<file path="config.mk">
export PLATFORM = sky130hd
export DESIGN_NAME = hmi_kport_dev_flat
export DESIGN_NICKNAME = d
export VERILOG_FILES = /design/src/rtl/hmi_kport_dev_pkg.sv /design/src/rtl/hmi_kport_dev_if.sv /design/src/rtl/hmi_kport_dev_chan.sv /design/src/rtl/hmi_kport_dev.sv /design/src/flat_wrapper.sv
export SDC_FILE = /design/constraint.sdc
export NUM_CORES = 1
export LEC_CHECK = 0
export ABC_AREA = 1
export CAP_MARGIN = 5
export CORE_ASPECT_RATIO = 1.5
export CORE_UTILIZATION = 46
export CTS_CLUSTER_SIZE = 40
export DETAILED_ROUTE_END_ITERATION = 10
export PLACE_DENSITY_LB_ADDON = 0.12
export SYNTH_ARGS = -nofsm -noshare
export SYNTH_HDL_FRONTEND = slang
export SYNTH_SLANG_ARGS = --single-unit
</file>
<file path="constraint.sdc">
create_clock -name CLK -period 1.9 [get_ports CLK]
set_input_delay 0.475 -clock CLK [delete_from_list [all_inputs] [get_ports CLK]]
set_output_delay 0.475 -clock CLK [all_outputs]
set_load 0.02 [all_outputs]
</file>
<file path="src/rtl/hmi_kport_dev_pkg.sv">
// Shared types for the K-Port device emulator: joypad state, frame image and
// the joypad-to-frame mapping used by every channel.
package hmi_kport_dev_pkg;

  localparam logic [3:0] KP_ID_JOYPAD  = 4'b1111;
  localparam int         KP_FRAME_MAX  = 64;

  typedef struct packed {
    logic [6:1] b;
    logic       select;
    logic       run;
    logic       up;
    logic       right;
    logic       down;
    logic       left;
    logic       mode1;
    logic       mode2;
  } joypad_t;

  typedef logic [KP_FRAME_MAX-1:0] kp_frame_t;

  // Active-high frame image; bits at and above 'bits' are always zero so the
  // shifter drains to all-zero after exactly 'bits' shifts.
  function automatic kp_frame_t joypad_to_kp(joypad_t jp, logic en,
                                             logic [1:0] turbo_kill, int bits);
    kp_frame_t f;
    f       = '0;
    f[5:0]  = jp.b;
    f[0]    = jp.b[1] & ~turbo_kill[0];
    f[1]    = jp.b[2] & ~turbo_kill[1];
    f[6]    = jp.select;
    f[7]    = jp.run;
    f[8]    = jp.up;
    f[9]    = jp.right;
    f[10]   = jp.down;
    f[11]   = jp.left;
    f[12]   = jp.mode1;
    f[14]   = jp.mode2;
    f       = f | (kp_frame_t'(KP_ID_JOYPAD) << (bits - 4));
    if (!en) begin
      f = '0;
    end
    return f;
  endfunction

endpackage

</file>
<file path="src/rtl/hmi_kport_dev_if.sv">
// Console-side K-Port pin bundle; the console drives latch/clock/write pins,
// the device drives the serial read data.
interface hmi_kport_dev_if #(
  parameter int NPORTS = 2
);
  logic [NPORTS-1:0] KP_LATCH;
  logic [NPORTS-1:0] KP_CLK;
  logic [NPORTS-1:0] KP_RW;
  logic [NPORTS-1:0] KP_DOUT;
  logic [NPORTS-1:0] KP_DIN;

  modport master (
    output KP_LATCH,
    output KP_CLK,
    output KP_RW,
    output KP_DOUT,
    input  KP_DIN
  );

  modport slave (
    input  KP_LATCH,
    input  KP_CLK,
    input  KP_RW,
    input  KP_DOUT,
    output KP_DIN
  );
endinterface

</file>
<file path="src/rtl/hmi_kport_dev_chan.sv">
// One K-Port channel: pin synchronisers, edge detection, frame shifter,
// turbo phase and host-write deserialiser.
module hmi_kport_chan
  import hmi_kport_dev_pkg::*;
#(
  parameter int FRAME_BITS  = 32,
  parameter int SYNC_STAGES = 2,
  parameter int TURBO_RATE  = 2
) (
  input  logic       CLK,
  input  logic       RES,
  input  joypad_t    jp,
  input  logic       en,
  input  logic [1:0] turbo_mask,
  input  logic       kp_latch,
  input  logic       kp_clk,
  input  logic       kp_rw,
  input  logic       kp_dout,
  output logic       kp_din,
  output logic [7:0] wr_data,
  output logic       wr_stb
);

  localparam int TCW = $clog2(TURBO_RATE) + 1;

  typedef enum logic [1:0] {
    ST_IDLE,
    ST_LOAD,
    ST_SHIFT
  } state_t;

  logic [3:0]     sync_reg [SYNC_STAGES];
  logic           latch_s, clk_s, rw_s, dout_s;
  logic           latch_prev_reg, clk_prev_reg;
  logic           latch_rise, clk_rise;
  state_t         state_reg;
  kp_frame_t      sr_reg;
  kp_frame_t      sr_shift_next;
  kp_frame_t      frame_next;
  logic [TCW-1:0] tcnt_reg;
  logic           phase_reg, phase_next;
  logic [1:0]     turbo_kill;
  logic [7:0]     rx_reg, rx_next;
  logic [2:0]     cnt_reg;
  logic [7:0]     wr_data_reg;
  logic           wr_stb_reg;

  assign {dout_s, rw_s, clk_s, latch_s} = sync_reg[SYNC_STAGES-1];

  // Latch has priority: a clock edge coincident with a latch edge is dropped.
  assign latch_rise = latch_s & ~latch_prev_reg;
  assign clk_rise   = clk_s & ~clk_prev_reg & ~latch_rise;

  // The phase used for the load must already reflect this latch edge.
  always_comb begin
    phase_next = phase_reg;
    if (latch_rise && (tcnt_reg == TCW'(TURBO_RATE))) begin
      phase_next = ~phase_reg;
    end
  end

  assign turbo_kill    = phase_next ? turbo_mask : 2'b00;
  assign frame_next    = joypad_to_kp(jp, en, turbo_kill, FRAME_BITS);
  assign sr_shift_next = {1'b0, sr_reg[KP_FRAME_MAX-1:1]};
  assign rx_next       = {dout_s, rx_reg[7:1]};

  always_ff @(posedge CLK) begin
    if (RES) begin
      for (int s = 0; s < SYNC_STAGES; s++) begin
        sync_reg[s] <= '0;
      end
    end else begin
      sync_reg[0] <= {kp_dout, kp_rw, kp_clk, kp_latch};
      for (int s = 1; s < SYNC_STAGES; s++) begin
        sync_reg[s] <= sync_reg[s-1];
      end
    end
  end

  always_ff @(posedge CLK) begin
    if (RES) begin
      state_reg      <= ST_IDLE;
      latch_prev_reg <= 1'b0;
      clk_prev_reg   <= 1'b0;
      sr_reg         <= '0;
      tcnt_reg       <= '0;
      phase_reg      <= 1'b0;
      rx_reg         <= '0;
      cnt_reg        <= '0;
      wr_data_reg    <= '0;
      wr_stb_reg     <= 1'b0;
    end else begin
      latch_prev_reg <= latch_s;
      clk_prev_reg   <= clk_s;
      wr_stb_reg     <= 1'b0;

      if (latch_rise) begin
        phase_reg <= phase_next;
        if (tcnt_reg == TCW'(TURBO_RATE)) begin
          tcnt_reg <= TCW'(1);
        end else begin
          tcnt_reg <= tcnt_reg + 1'b1;
        end
      end

      case (state_reg)
        ST_IDLE: begin
          if (latch_rise) begin
            state_reg <= ST_LOAD;
            sr_reg    <= frame_next;
          end
        end
        ST_LOAD: begin
          if (latch_s) begin
            sr_reg <= frame_next;
          end else begin
            state_reg <= ST_SHIFT;
            if (clk_rise) begin
              sr_reg <= sr_shift_next;
            end
          end
        end
        ST_SHIFT: begin
          if (latch_rise) begin
            state_reg <= ST_LOAD;
            sr_reg    <= frame_next;
          end else if (clk_rise) begin
            sr_reg <= sr_shift_next;
          end
        end
        default: state_reg <= ST_IDLE;
      endcase

      if (latch_s) begin
        cnt_reg <= '0;
      end else if (clk_rise && rw_s) begin
        rx_reg  <= rx_next;
        cnt_reg <= cnt_reg + 1'b1;
        if (cnt_reg == 3'd7) begin
          wr_data_reg <= rx_next;
          wr_stb_reg  <= 1'b1;
        end
      end
    end
  end

  assign kp_din  = ~sr_reg[0];
  assign wr_data = wr_data_reg;
  assign wr_stb  = wr_stb_reg;

endmodule

</file>
<file path="src/rtl/hmi_kport_dev.sv">
// K-Port device emulator top: one independent channel per console port.
module hmi_kport_dev
  import hmi_kport_dev_pkg::*;
#(
  parameter int NPORTS      = 2,
  parameter int FRAME_BITS  = 32,
  parameter int SYNC_STAGES = 2,
  parameter int TURBO_RATE  = 2
) (
  input  logic                  CLK,
  input  logic                  RES,
  input  joypad_t [NPORTS-1:0]  JP,
  input  logic [NPORTS-1:0]     PORT_EN,
  input  logic [2*NPORTS-1:0]   TURBO_MASK,
  hmi_kport_dev_if.slave        kp,
  output logic [8*NPORTS-1:0]   WR_DATA,
  output logic [NPORTS-1:0]     WR_STB
);

  logic [NPORTS-1:0] din;

  generate
    for (genvar gi = 0; gi < NPORTS; gi++) begin : g_chan
      hmi_kport_chan #(
        .FRAME_BITS (FRAME_BITS),
        .SYNC_STAGES(SYNC_STAGES),
        .TURBO_RATE (TURBO_RATE)
      ) u_chan (
        .CLK       (CLK),
        .RES       (RES),
        .jp        (JP[gi]),
        .en        (PORT_EN[gi]),
        .turbo_mask(TURBO_MASK[2*gi +: 2]),
        .kp_latch  (kp.KP_LATCH[gi]),
        .kp_clk    (kp.KP_CLK[gi]),
        .kp_rw     (kp.KP_RW[gi]),
        .kp_dout   (kp.KP_DOUT[gi]),
        .kp_din    (din[gi]),
        .wr_data   (WR_DATA[8*gi +: 8]),
        .wr_stb    (WR_STB[gi])
      );
    end
  endgenerate

  assign kp.KP_DIN = din;

endmodule
</file>
<file path="src/flat_wrapper.sv">
// flat-port wrapper written by rule: the top's interface ports become plain ports
module hmi_kport_dev_flat import hmi_kport_dev_pkg::*;
#(
  parameter int NPORTS      = 2,
  parameter int FRAME_BITS  = 32,
  parameter int SYNC_STAGES = 2,
  parameter int TURBO_RATE  = 2
)
  (CLK, RES, JP, PORT_EN, TURBO_MASK, WR_DATA, WR_STB, kp_KP_LATCH, kp_KP_CLK, kp_KP_RW, kp_KP_DOUT, kp_KP_DIN);
  hmi_kport_dev_if #(.NPORTS(NPORTS)) kp_i ();
  input  logic CLK;
  input  logic RES;
  input  joypad_t [NPORTS-1:0] JP;
  input  logic [NPORTS-1:0] PORT_EN;
  input  logic [2*NPORTS-1:0] TURBO_MASK;
  output logic [8*NPORTS-1:0] WR_DATA;
  output logic [NPORTS-1:0] WR_STB;
  input wire logic [$bits(kp_i.KP_LATCH)-1:0] kp_KP_LATCH;
  input wire logic [$bits(kp_i.KP_CLK)-1:0] kp_KP_CLK;
  input wire logic [$bits(kp_i.KP_RW)-1:0] kp_KP_RW;
  input wire logic [$bits(kp_i.KP_DOUT)-1:0] kp_KP_DOUT;
  output wire logic [$bits(kp_i.KP_DIN)-1:0] kp_KP_DIN;
  assign kp_i.KP_LATCH = kp_KP_LATCH;
  assign kp_i.KP_CLK = kp_KP_CLK;
  assign kp_i.KP_RW = kp_KP_RW;
  assign kp_i.KP_DOUT = kp_KP_DOUT;
  assign kp_KP_DIN = kp_i.KP_DIN;
  hmi_kport_dev #(.NPORTS(NPORTS), .FRAME_BITS(FRAME_BITS), .SYNC_STAGES(SYNC_STAGES), .TURBO_RATE(TURBO_RATE)) u_core (.CLK(CLK), .RES(RES), .JP(JP), .PORT_EN(PORT_EN), .TURBO_MASK(TURBO_MASK), .kp(kp_i), .WR_DATA(WR_DATA), .WR_STB(WR_STB));
endmodule
</file>
; After elaboration in Yosys (flattened, before gate mapping)
; Memories as Yosys holds them, arrays and structs flattened.
; Cells that the tools add are included.
[totals]
reg_bits = 182
ram_bits = 16
input_bits = 44
output_inout_bits = 20
elab_cells = 127
n_memories = 2
[mem_list]
columns = name, depth, width, rd, rd_clocked_by_memory_dff, wr, line_no
row1 = u_core.g_chan[0].u_chan.sync_reg, 2, 4, 2, 0, 2, hmi_kport_dev_chan.sv:32  ; logic [3:0] sync_reg [SYNC_STAGES];
row2 = u_core.g_chan[1].u_chan.sync_reg, 2, 4, 2, 0, 2, hmi_kport_dev_chan.sv:32
[op_classes]
addsub = 4
n_eq_ne = 14
muxes = 33
bitwise_logic = 32
n_reduce_logical = 22
[op_table]
columns = op, n
row1 = $mux W64, 8
row2 = $pmux W64 S3, 2
row3 = $mux W32, 2
row4 = $not A1 Y1, 18
row5 = $mux W2, 8
row6 = $mux W4, 4
row7 = $reduce_and A2 Y1, 6
row8 = $and A1 B1 Y1, 10
row9 = $eq A2 B2 Y1 const B, 4
row10 = $ne A2 B2 Y1 const B, 4
row11 = $pmux W2 S2, 2
row12 = $reduce_or A2 Y1, 4
row13 = $mux W1, 7
row14 = $add A3 B1 Y3 const B, 2
row15 = $eq A3 B3 Y1 const B, 2
row16 = $reduce_and A3 Y1, 2
row17 = $reduce_bool A3 Y1, 2
row18 = $reduce_or A3 Y1, 2
row19 = $add A2 B1 Y2 const B, 2
row20 = $eq A2 B1 Y1 const B, 2
row21 = $logic_and A1 B1 Y1, 4
row22 = $logic_not A2 Y1, 2
row23 = $ne A2 B1 Y1 const B, 2
row24 = $or A1 B1 Y1, 4

; Longest topological paths before layout
[logic_depth]
depth_word = 10
ltp_mapped = 11
ltp_nobuf = 10

; Hierarchy
; Synthesis repeated with hierarchy kept, for this count alone.
[hier_totals]
cells_unflattened = 1108
area_unflattened_um2 = 8262.9
[modules_own_cells]
columns = module, instances, cells_per_inst, area_per_inst_um2, seq_area_each_um2
row1 = hmi_kport_chan, 2, 554, 4131.5, 1961.9

; Least setup slack after synthesis
; No wires, ideal clock.
[synth_timing]
kind = register to register
from = register u_core.g_chan[0].u_chan.state_reg[0]
to = register u_core.g_chan[0].u_chan.sr_reg[10]
setup_time_ps = 109
arrival_ps = 1521
t_required_ps = 1791
setup_slack_ps = 270
stages_incl_launch_ff = 9
path_buffers = 1
synth_period_minus_slack_ps = 1630
path_cell_list = dfxtp_1 inv_1 ha_1 nand2_1 o21ai_0 buf_2 o211ai_1 nand2_1 inv_1
[synth_between]
elab_chain_len = 3
word_cells_on_any_way = 7
cone_classes = eq/ne: 3 / mux: 1 / reduce/logical: 3
[synth_lines]
columns = element, line_no
row1 = from (decl), hmi_kport_dev_chan.sv:36  ; state_t state_reg;
row2 = from (signal assigned), hmi_kport_dev_chan.sv:82  ; state_reg <= ST_IDLE;
row3 = from (signal assigned), hmi_kport_dev_chan.sv:109  ; state_reg <= ST_LOAD;
row4 = from (signal assigned), hmi_kport_dev_chan.sv:117  ; state_reg <= ST_SHIFT;
row5 = "$eq A2 B2 Y1, or another cell as far along", hmi_kport_dev_chan.sv:106  ; case (state_reg)
row6 = $reduce_bool A3 Y1 (no source line) / $ne A2 B2 Y1 (equally long branches), -
row7 = $reduce_and A2 Y1 (no source line), -
row8 = to (signal assigned), hmi_kport_dev_chan.sv:110  ; sr_reg <= frame_next;
row9 = to (signal assigned), hmi_kport_dev_chan.sv:115  ; sr_reg <= frame_next;
row10 = to (signal assigned), hmi_kport_dev_chan.sv:119  ; sr_reg <= sr_shift_next;
row11 = to (decl), hmi_kport_dev_chan.sv:37  ; kp_frame_t sr_reg;
; Several ways; a longest one is shown, not always the timed one.
; A chain may end at the register's enable or synchronous reset.

; Worst setup path after layout
[layout_timing]
from = register u_core.g_chan[0].u_chan.wr_data_reg[4]
to = output port WR_DATA[4]
[layout_rtl]
columns = element, line_no
row1 = from (decl), hmi_kport_dev_chan.sv:45  ; logic [7:0] wr_data_reg;
row2 = from (signal assigned), hmi_kport_dev_chan.sv:140  ; wr_data_reg <= rx_next;
row3 = to (decl), flat_wrapper.sv:16  ; output logic [8*NPORTS-1:0] WR_DATA;
; No word-level cell between the ends.

==> flow_summary.toml <==
[cts]
worst_setup_hold_path_clk_slew_ns = 0.07
postCtsHoldBufs = 0
worst_skew_pair_latency_ns = 0.43
htree_levels = 4
clock_root_buffer_master = "clkbuf_16"
cts_buffer_depth = 2
clock_sinks = 196
inserted_clock_buffers = 17
tritoncts = "yes"

[critical_path]
critPathArrivalTime_ns = 1.38
crit_family = "buffers and inverters"
critical_path_start_type = "flop"
critical_path_cell_list = "clkdlybuf4s50_1"
crit_buf_inv = 1
rr_endpoint = "u_core.g_chan[0].u_chan.sr_reg[32]"
critical_path.slowest_cell = "clkdlybuf4s50_1"
rr_worst_depth = 8
cp_slowest_stage_delay_ns = 0.60
ff2ff_setup_slack_ns = 0.16
rr_startpoint = "u_core.g_chan[0].u_chan.state_reg[0]"
crit_path_end_kind = "primary output"
crit_type = "reg -> out"
worst_ep_required_time_ns = 1.42
critical_path.max_fanout = 2

[routing]
wl_um = 16410
drt_first_pass_iters = 4
wire_per_inst_um = 11.84
drc = 0
vias = 6894
drt_first_iter_violations = 383
ant_nets = 0
detail_route.vias_per_cell = 4.974

[pwr]
total_leakage_power_uw = 0.003927
p_per_area_nw_per_um2 = 1114
finalPower_uw = 10620
irDropWorstVdd_mv = 0.5514

[sta]
min_period_ns = 1.850
timing.slew.headroom_pct = 70.72
grt_setup_unrepaired = "no"
final.setup.tns_ns = 0
max_slew.worst_pin.slew_ns = 0.4380
worst_clock_skew_ns = 0.01039
whs_ns = 0.4102
hold_violations = 0
timing.final.crit_share_pct = 97.37
timing.final.setup_violations = 0
maxClockFrequency_ghz = 0.5405
drv_slew = 0

[yosys]
cells_after_synthesis = 1116
ys.flop_type = "dfxtp_1"
warning_count_from_the_yosys_run = 0
synthDominantCellAreaShare_pct = 48.02
synth.largest_area_cell = "dfxtp_1"
ffs_w_async_s_r_synth_pct = 0
postSynthRegisterBits = 196
synth_cell_type_count = 29
post_synth_instance_area_um2 = 8170
synth-edff-count = 0
post_synth_main_area_contributors = "dfxtp_1, nand2_1, a21oi_1, inv_1, o21ai_0"
ys_seq_area_share_pct = 48.02
syn_nets = 1172
syn-mean-instance-area_um2 = 7.321

[cells_and_area]
antenna_cells = 0
layout_commonest_cell = "nand2_1"
final_standard_cell_area_without_fillers_um2 = 9534
top_library_cells_by_usage_in_the_layout_fill_and_taps_aside = "nand2_1, dfxtp_1, a21oi_1, inv_1, o21ai_0"
largest_register_ff_count = 128
area_growth_syn_to_layout_pct = 16.69
fin_nets = 1216
layout-drive-gt1-share_pct = 7.161

[die]
starting_density_pct = 47.10
core_area_um2 = 17350
fp.dieH_um = 165.2
die_area_um2 = 18310
fp-row-count = 59
top_level_ports = 64
die_width_um = 110.8

[place]
detailed_place_hpwl_um = 10820
global_placer_s_final_weighted_congestion = 0.7989
port_buffers = 63
dpl-instance-area_um2 = 8916

[hold_path]
min_path_cells = 2
timing.hold.worst.start = "u_core.g_chan[0].u_chan.sync_reg[0][0]"
hold_path_class = "reg -> reg"
hold_end = "u_core.g_chan[0].u_chan.sync_reg[0][4]"

[run_status]
run_status = "complete, no violations"

[global_routing]
overflow = 0
grt_first_pass_wirelength_um = 28280
first_global_vias = 6360
maximum_number_of_pins_on_one_net_before_global_route_repair = 51
initial_antenna_violation_count = 0
grtUsageTotal_pct = 18.66

[flow_run]
number_of_max_capacitance_violations_reported = 0
## stage by stage
| stage | instances | setup slack, ns | utilization, % |
|---|---|---|---|
| after CTS | 1386 | 0.001462 | 54.81 |
| after detailed placement | 1354 | 0.1249 | 51.40 |
| final | 1386 | 0.04993 | 54.96 |
| after floorplan | 1116 | 0.2699 | - |
| after global placement | 1354 | 0.1714 | 51.40 |
| after global routing | 1386 | 0.001577 | 54.96 |
## power by group
| group | internal, uW | total (uW) | switching [uW] | leakage, uW |
|---|---|---|---|---|
| Sequential | 4430 | 4620 | 189 | 0.00159 |
| Combinational | 912 | 2430 | 1520 | 0.00205 |
| Clock | 1870 | 3570 | 1700 | 0.000287 |
## synthesized netlist by cell type, types with 2 or more instances
cell	instances
nand2_1	353
dfxtp_1	196
a21oi_1	161
inv_1	114
o21ai_0	65
nand3_1	44
nor2_1	43
buf_2	33
o211ai_1	24
clkbuf_1	13
ha_1	12
inv_2	10
buf_6	9
buf_4	7
nand2_2	6
o21ai_1	5
nor2_4	4
o21bai_1	3
nand3b_1	2
nand4_1	2
nor3_1	2
## cell families after synthesis
| logic type | synth area share, % |
|---|---|
| fa+ha+maj | 1.838 |
| buf+inv | 10.25 |
| simple gates | 22.85 |
| xor+xnor | 0.1072 |
| compound gates | 16.94 |
| flops | 48.02 |
## worst max path at each step
stage	depth (start not counted)	startpoint	to	slack (ns)
floorplan	8	u_core.g_chan[0].u_chan.state_reg[0]	u_core.g_chan[0].u_chan.sr_reg[10]	0.27
global placement	8	PORT_EN[1]	u_core.g_chan[1].u_chan.sr_reg[9]	0.17
detailed placement	8	PORT_EN[1]	u_core.g_chan[1].u_chan.sr_reg[6]	0.12
CTS	2	u_core.g_chan[0].u_chan.sr_reg[0]	kp_KP_DIN[0]	0.001
global route	7	u_core.g_chan[0].u_chan.sync_reg[0][5]	u_core.g_chan[0].u_chan.rx_reg[7]	0.002
finish	1	u_core.g_chan[0].u_chan.wr_data[4]	WR_DATA[4]	0.05
## tightest hold or removal path, cell delays in order, from the launching register on
cell	delay, ns
dfxtp_1	0.30
inv_1	0.04
nor2_1	0.03
## cell type report
class,count,area [um^2]
Fill cell,1733,7814
Sequential cell,196,3924
Multi-Input combinational cell,733,3410
Timing Repair Buffer,88,867.1
Inverter,124,470.5
Clock buffer,17,425.4
Tap cell,213,266.5
Clock inverter,15,171.4
## metal layers
layer	vias to the layer above	global-route usage, %	part of all wire [%]
met1	3161	21.62	45
met2	73	34.16	51
met3	20	3.248	2.3
li1	3640	-	-
met5	-	0	0
met4	0	7.212	1.7
## repair_timing
item                       CTS  global route
buffers inserted             0             0
resized for setup            3            12
pin swaps                    0             0
setup endpoints to repair    3            40
No activity file was read; power rests on OpenSTA's default activity.
